--- config.mk ---
export PLATFORM = sky130hd
export DESIGN_NAME = io_timer_periph
export DESIGN_NICKNAME = d
export VERILOG_FILES = /design/src/rtl/io_timer_periph.sv
export SDC_FILE = /design/constraint.sdc
export NUM_CORES = 1
export LEC_CHECK = 0
export ABC_CLOCK_PERIOD_IN_PS = 2310
export BUFFER_PORTS_ARGS = -buffer_cell sky130_fd_sc_hd__buf_2
export CORE_ASPECT_RATIO = 0.9
export CORE_MARGIN = 4
export CORE_UTILIZATION = 53
export CTS_BUF_LIST = sky130_fd_sc_hd__clkbuf_4 sky130_fd_sc_hd__clkbuf_8
export DETAILED_ROUTE_END_ITERATION = 7
export GPL_ROUTABILITY_DRIVEN = 1
export PLACE_DENSITY_LB_ADDON = 0.15
export SLEW_MARGIN = 10
export SYNTH_ARGS = -nofsm -noshare
export SYNTH_HDL_FRONTEND = slang
export SYNTH_SLANG_ARGS = --single-unit
--- constraint.sdc ---
create_clock -name CLK -period 2.31 [get_ports CLK]
set_input_delay 0.462 -clock CLK [delete_from_list [all_inputs] [get_ports CLK]]
set_output_delay 0.462 -clock CLK [all_outputs]
set_load 0.005 [all_outputs]
--- src/rtl/io_timer_periph.sv ---
// io_timer_periph: memory-mapped prescaled timer with compare/IRQ plus GPIO,
// decoded from a 32-byte window on the core data bus.
module io_timer_periph #(
  parameter logic [31:0] BASE_ADDR = 32'h0000_1000,
  parameter int unsigned GPIO_W    = 8
) (
  input  logic              CLK,
  input  logic              RESET_N,
  input  logic [31:0]       daddr,
  input  logic [31:0]       ddata_w,
  input  logic              MemWrite,
  input  logic              MemRead,
  output logic              io_hit,
  output logic [31:0]       io_rdata,
  output logic              irq,
  output logic [GPIO_W-1:0] gpio_out,
  input  logic [GPIO_W-1:0] gpio_in
);

  localparam int unsigned DW   = 32;
  localparam int unsigned PW   = 16;
  localparam int unsigned CW   = 3;
  localparam int unsigned OFFW = 3;

  localparam logic [OFFW-1:0] OFF_CTRL     = 3'd0;
  localparam logic [OFFW-1:0] OFF_PRESC    = 3'd1;
  localparam logic [OFFW-1:0] OFF_CMP      = 3'd2;
  localparam logic [OFFW-1:0] OFF_COUNT    = 3'd3;
  localparam logic [OFFW-1:0] OFF_STATUS   = 3'd4;
  localparam logic [OFFW-1:0] OFF_GPIO_OUT = 3'd5;
  localparam logic [OFFW-1:0] OFF_GPIO_IN  = 3'd6;

  // CTRL bit positions
  localparam int unsigned B_EN     = 0;
  localparam int unsigned B_RELOAD = 1;
  localparam int unsigned B_IRQ_EN = 2;

  logic [CW-1:0]     ctrl_q,     ctrl_d;
  logic [PW-1:0]     presc_q,    presc_d;
  logic [DW-1:0]     cmp_q,      cmp_d;
  logic [DW-1:0]     count_q,    count_d;
  logic              match_q,    match_d;
  logic [GPIO_W-1:0] gpio_out_q, gpio_out_d;
  logic [GPIO_W-1:0] sync1_q,    sync1_d;
  logic [GPIO_W-1:0] sync2_q,    sync2_d;
  logic [PW-1:0]     pcnt_q,     pcnt_d;
  logic              irq_q,      irq_d;

  logic [OFFW-1:0] offset;
  logic            wr_en;
  logic            wr_ctrl, wr_presc, wr_cmp, wr_count, wr_status, wr_gpio;
  logic            tick;
  logic            match_set;
  logic [DW-1:0]   rdata_sel;
  logic            unused_addr_bits;

  // Byte lane bits are don't-care: every access is a full word.
  assign unused_addr_bits = ^daddr[1:0];

  // Address decode and per-register write strobes.
  always_comb begin
    io_hit    = (daddr[31:5] == BASE_ADDR[31:5]);
    offset    = daddr[4:2];
    wr_en     = io_hit & MemWrite;
    wr_ctrl   = wr_en && (offset == OFF_CTRL);
    wr_presc  = wr_en && (offset == OFF_PRESC);
    wr_cmp    = wr_en && (offset == OFF_CMP);
    wr_count  = wr_en && (offset == OFF_COUNT);
    wr_status = wr_en && (offset == OFF_STATUS);
    wr_gpio   = wr_en && (offset == OFF_GPIO_OUT);
  end

  // Next-state: register writes, prescaler, counter/compare, MATCH and irq.
  always_comb begin
    ctrl_d     = ctrl_q;
    presc_d    = presc_q;
    cmp_d      = cmp_q;
    count_d    = count_q;
    match_d    = match_q;
    gpio_out_d = gpio_out_q;
    pcnt_d     = pcnt_q;
    match_set  = 1'b0;
    sync1_d    = gpio_in;
    sync2_d    = sync1_q;

    tick = ctrl_q[B_EN] && (pcnt_q == presc_q);

    if (wr_ctrl)  ctrl_d     = ddata_w[CW-1:0];
    if (wr_presc) presc_d    = ddata_w[PW-1:0];
    if (wr_cmp)   cmp_d      = ddata_w;
    if (wr_gpio)  gpio_out_d = ddata_w[GPIO_W-1:0];

    // Prescaler idles at zero while disabled; any CTRL/PRESC write restarts it.
    if (!ctrl_q[B_EN] || tick) begin
      pcnt_d = '0;
    end else begin
      pcnt_d = pcnt_q + PW'(1);
    end
    if (wr_ctrl || wr_presc) pcnt_d = '0;

    // Counter advances on tick; a compare hit optionally reloads to zero.
    if (tick) begin
      if (count_q == cmp_q) begin
        match_set = 1'b1;
        count_d   = ctrl_q[B_RELOAD] ? '0 : count_q + DW'(1);
      end else begin
        count_d   = count_q + DW'(1);
      end
    end
    // A CPU write to COUNT wins over the tick and suppresses that cycle's match.
    if (wr_count) begin
      count_d   = ddata_w;
      match_set = 1'b0;
    end

    // W1C clear loses to a same-cycle match.
    if (wr_status && ddata_w[0]) match_d = 1'b0;
    if (match_set)               match_d = 1'b1;

    irq_d = match_d & ctrl_d[B_IRQ_EN];
  end

  // State registers, all cleared asynchronously.
  always_ff @(posedge CLK or negedge RESET_N) begin
    if (!RESET_N) begin
      ctrl_q     <= '0;
      presc_q    <= '0;
      cmp_q      <= '0;
      count_q    <= '0;
      match_q    <= 1'b0;
      gpio_out_q <= '0;
      sync1_q    <= '0;
      sync2_q    <= '0;
      pcnt_q     <= '0;
      irq_q      <= 1'b0;
    end else begin
      ctrl_q     <= ctrl_d;
      presc_q    <= presc_d;
      cmp_q      <= cmp_d;
      count_q    <= count_d;
      match_q    <= match_d;
      gpio_out_q <= gpio_out_d;
      sync1_q    <= sync1_d;
      sync2_q    <= sync2_d;
      pcnt_q     <= pcnt_d;
      irq_q      <= irq_d;
    end
  end

  // Read mux; zero outside the window or when no read is strobed.
  always_comb begin
    rdata_sel = '0;
    case (offset)
      OFF_CTRL:     rdata_sel = DW'(ctrl_q);
      OFF_PRESC:    rdata_sel = DW'(presc_q);
      OFF_CMP:      rdata_sel = cmp_q;
      OFF_COUNT:    rdata_sel = count_q;
      OFF_STATUS:   rdata_sel = DW'(match_q);
      OFF_GPIO_OUT: rdata_sel = DW'(gpio_out_q);
      OFF_GPIO_IN:  rdata_sel = DW'(sync2_q);
      default:      rdata_sel = '0;
    endcase
    io_rdata = (io_hit && MemRead) ? rdata_sel : '0;
  end

  assign irq      = irq_q;
  assign gpio_out = gpio_out_q;

endmodule
==> results.md <==
- Status: finished with violations
- Failing checks: negative setup slack
- Clk network pwr share: 47.7%
- Post-synthesis sequential area ratio: between 40% and 50%
- Syn Area/Cell: 9.789 sq um
- Class of the most critical setup path: register to register
- Core Area: 12,780 sq um
- Top post-synthesis cells by area: dfrtp_1 45%, mux2_2 11%, xnor2_1 6.7%
- Initial antenna violation count: 0
- Netlist cell types: 53
- Synth Flop Type: dfrtp_1
- DR iter-0 viols: roughly 430
- Synth async-reset ratio: 100.0%
- Sequential fraction of design power: 46.3%
- Pin count of the biggest net entering global routing: 62
- Clock sink count: roughly 130
- Crit path arrival time: 2.71 ns
- Req. time, crit path: approximately 2.6 ns
- Period utilization: 102.8%
- Crit-path max cell delay: 0.42 ns
- Startpoint Class: register
- Die width: 128.7 microns
- Net Switching: between 1000 and 1500 uW
- Die area: 15,010 sq um
- Design area: between 9000 and 10,000 sq um
- Final Util: 74.59%
- Final #Nets: 1,016
- Pins Over Slew Limit: 0
- Final Critical Period: 2.375 ns
- Std-Cell Rows: 39
- Number of detailed-route iterations in the first pass: 8
- Pwr per Cell Area: 499.3 nW/um^2
- CTS root buf: clkbuf_8
- Drc violations: 0
- GR Util All Layers: 28.19%
- Die Ht: roughly 120 microns
- FMAX: 0.4210 GHz
- Vias per cell: 5.897
- Non-Filler Instances: 1,115
- Vias in the first global route: 6,270
- Setup-failing EPs final: 18
- Cell Area, Synth: 6950 sq um
- Synth top area share: 45.00%
- CTS tree: built
- Vias: 6,575
- CP max-delay cell: dfrtp_1
- Syn nets: 788
- Hold Path Class: input port to register
- Global-route wire length before repair: about 32,000 microns
- Switching Share: 23.12%
- Clock Tree Buf Depth: 2
- Area leader, netlist: dfrtp_1
- Grt ovf: 0
- Fin. Hold Viols: 0
- Hpwl dp: 14,700 microns
- Wire per inst: 19.09 microns
- Share of post-route cells with drive strength above 1: 44.37%
- Total wire length: around 21,000 microns
- Num ports: 118
- H-tree depth: 4
- Most frequent cell after synthesis: dfrtp_1
- Relative slew margins: 61.69%
- Final setup margin: -0.06507 ns
- # port buffers: 115
- Dpl cell area: 8568 sq um
- VDD IR-drop max: 0.5710 mV
- Sum of negative setup slack: -0.4863 ns
- Number of synthesis warnings: 0
- CP endpoint kind: register
- Synth cell count leaders: 125 x dfrtp_1, 120 x nor2_1, 70 x mux2_2
- Crit path cell chain: xnor2_2 > nand4_1 > nor4_2 > buf_4 > and3_4 > buf_6 > and3b_1 > a221oi_2 > a21oi_1
- GP Congestion: 0.9137
- Cells after synthesis: 710
- CTS Buf Count: 17
- Final ANT Viol Nets: 0
- Layout Skew: 0.01515 ns
- CP max FO: 6
- Int Pwr: 3661 uW
- Clock slew at reported path FFs: 0.08 ns
- Max_cap viols: 0
- Leakage: between 0.004 and 0.005 uW
- Logic gate share of total power: about 6.0%
- Initial Util: between 50 and 60%
- Clk Latency, worst-skew pair: 0.46 ns
- Dpl ws: -0.3011 ns
- Layout area overhead: 37.21%
- Seq cells post-synth: 125
- RSZ-0062 raised after global routing: yes
- Slew @ Worst Pin: ~0.57 ns
- Placed Instances: roughly 1,100
- Number of inserted diodes: 0
- Post-synth EDFFs: 0
-- power by group through the flow --
stage	clock network (uW)	logic [uW]	registers [uW]
after floorplan	0	80.3	2250
after global placement	0	244	2250
after detailed placement	0	252	2250
after CTS	2300	260	2210
after global routing	2400	307	2210
final	2270	283	2210
-- flip-flops by register name, summed over array words and instances (netlist names) --
| register | count |
|---|---|
| ctrl_q | 3 |
| sync1_q | 8 |
| match_q | 1 |
| count_q | 32 |
| cmp_q | 32 |
| sync2_q | 8 |
| pcnt_q | 16 |
| irq | 1 |
| gpio_out | 8 |
| presc_q | 16 |
-- worst max-delay path, delay by kind of cell, from the launching register on --
family / cells / cell delay [ns]
compound gates: 2 / 0.26
buf+inv: 2 / 0.30
xor+xnor: 1 / 0.29
flops: 1 / 0.42
simple gates: 4 / 0.97
-- layout by cell type (no fill, tap or decap), types with 4 or more instances in the layout --
cell type / count
dfrtp_1: 125
buf_4: 120
buf_2: 111
nor2_1: 109
mux2_2: 68
xnor2_1: 48
nand2_1: 31
nand3_1: 26
a22oi_1: 25
a21oi_1: 25
o21ai_1: 20
clkbuf_8: 19
a31oi_1: 17
nand4_1: 15
buf_6: 14
and3_1: 10
a221oi_2: 10
xor2_1: 9
nor2_2: 9
nand3b_1: 9
nor2b_1: 8
o21ai_0: 7
buf_12: 7
xnor2_2: 5
nor2_4: 5
and2_1: 5
mux2i_1: 5
bufinv_16: 5
nor4_2: 4
and4_1: 4
nor3_2: 4
and3b_1: 4
-- logic make-up (layout without fill, tap and decap cells) --
logic type               count (synthesis)  in the layout  synth area share (%)
XOR/XNOR                                62             62                 7.813
buffers and inverters                   49            289                 3.132
AO/OA/AOI/OAI                          121            121                 11.18
flip-flops                             125            125                 45.00
AND/OR/NAND/NOR                        274            275                 19.91
adder cells (fa/ha/maj)                  2              2                0.3600
multiplexers                            77             77                 12.60
-- final cells by class --
cell class              count  area [sq um]
fillers                   911          3248
repair buffers            254          1779
multi-input cells         537          3939
inverters                   3         11.26
well taps                 164         205.2
flip-flops and latches    125          3128
clock buffers              19         261.5
clock inverters            13         212.7
-- timing repair --
item / in CTS / in global routing
endpoints found under the hold margin: 3 / 0
hold buffers: 1 / 0
pin swaps: 8 / 45
setup endpoints to repair: 64 / 61
gates cloned: 0 / 2
buffers inserted: 6 / 4
resized for setup: 21 / 83
-- metrics by stage --
stage          power, uW  hold slack (ns)
2_1_floorplan       2327           0.1664
3_3_place_gp        2492           0.3344
3_5_place_dp        2500           0.3358
4_1_cts             4763          0.08261
5_1_grt             4912          0.07272
6_report            4761           0.1051
-- path summary, 6_finish.rpt --
path                            start     endpoint  slack, ns  cells past startpoint
setup / recovery            cmp_q[22]  count_q[11]      -0.07                      9
hold / removal             gpio_in[0]   sync1_q[0]       0.11                      1
setup reg to reg            cmp_q[22]  count_q[11]      -0.07                      9
hold reg to reg            sync1_q[6]   sync2_q[6]       0.35                      0
max in group asynchronous     RESET_N    cmp_q[29]       1.02                      3
min in group asynchronous     RESET_N    cmp_q[18]       0.54                      2
-- routing by layer --
layer,wire (microns),GRT usage [%]
met1,8745,35.89
met2,10400,45.99
met3,1417,6.859
met4,719,12.53
met5,0,0
No activity file was read; power rests on OpenSTA's default activity.
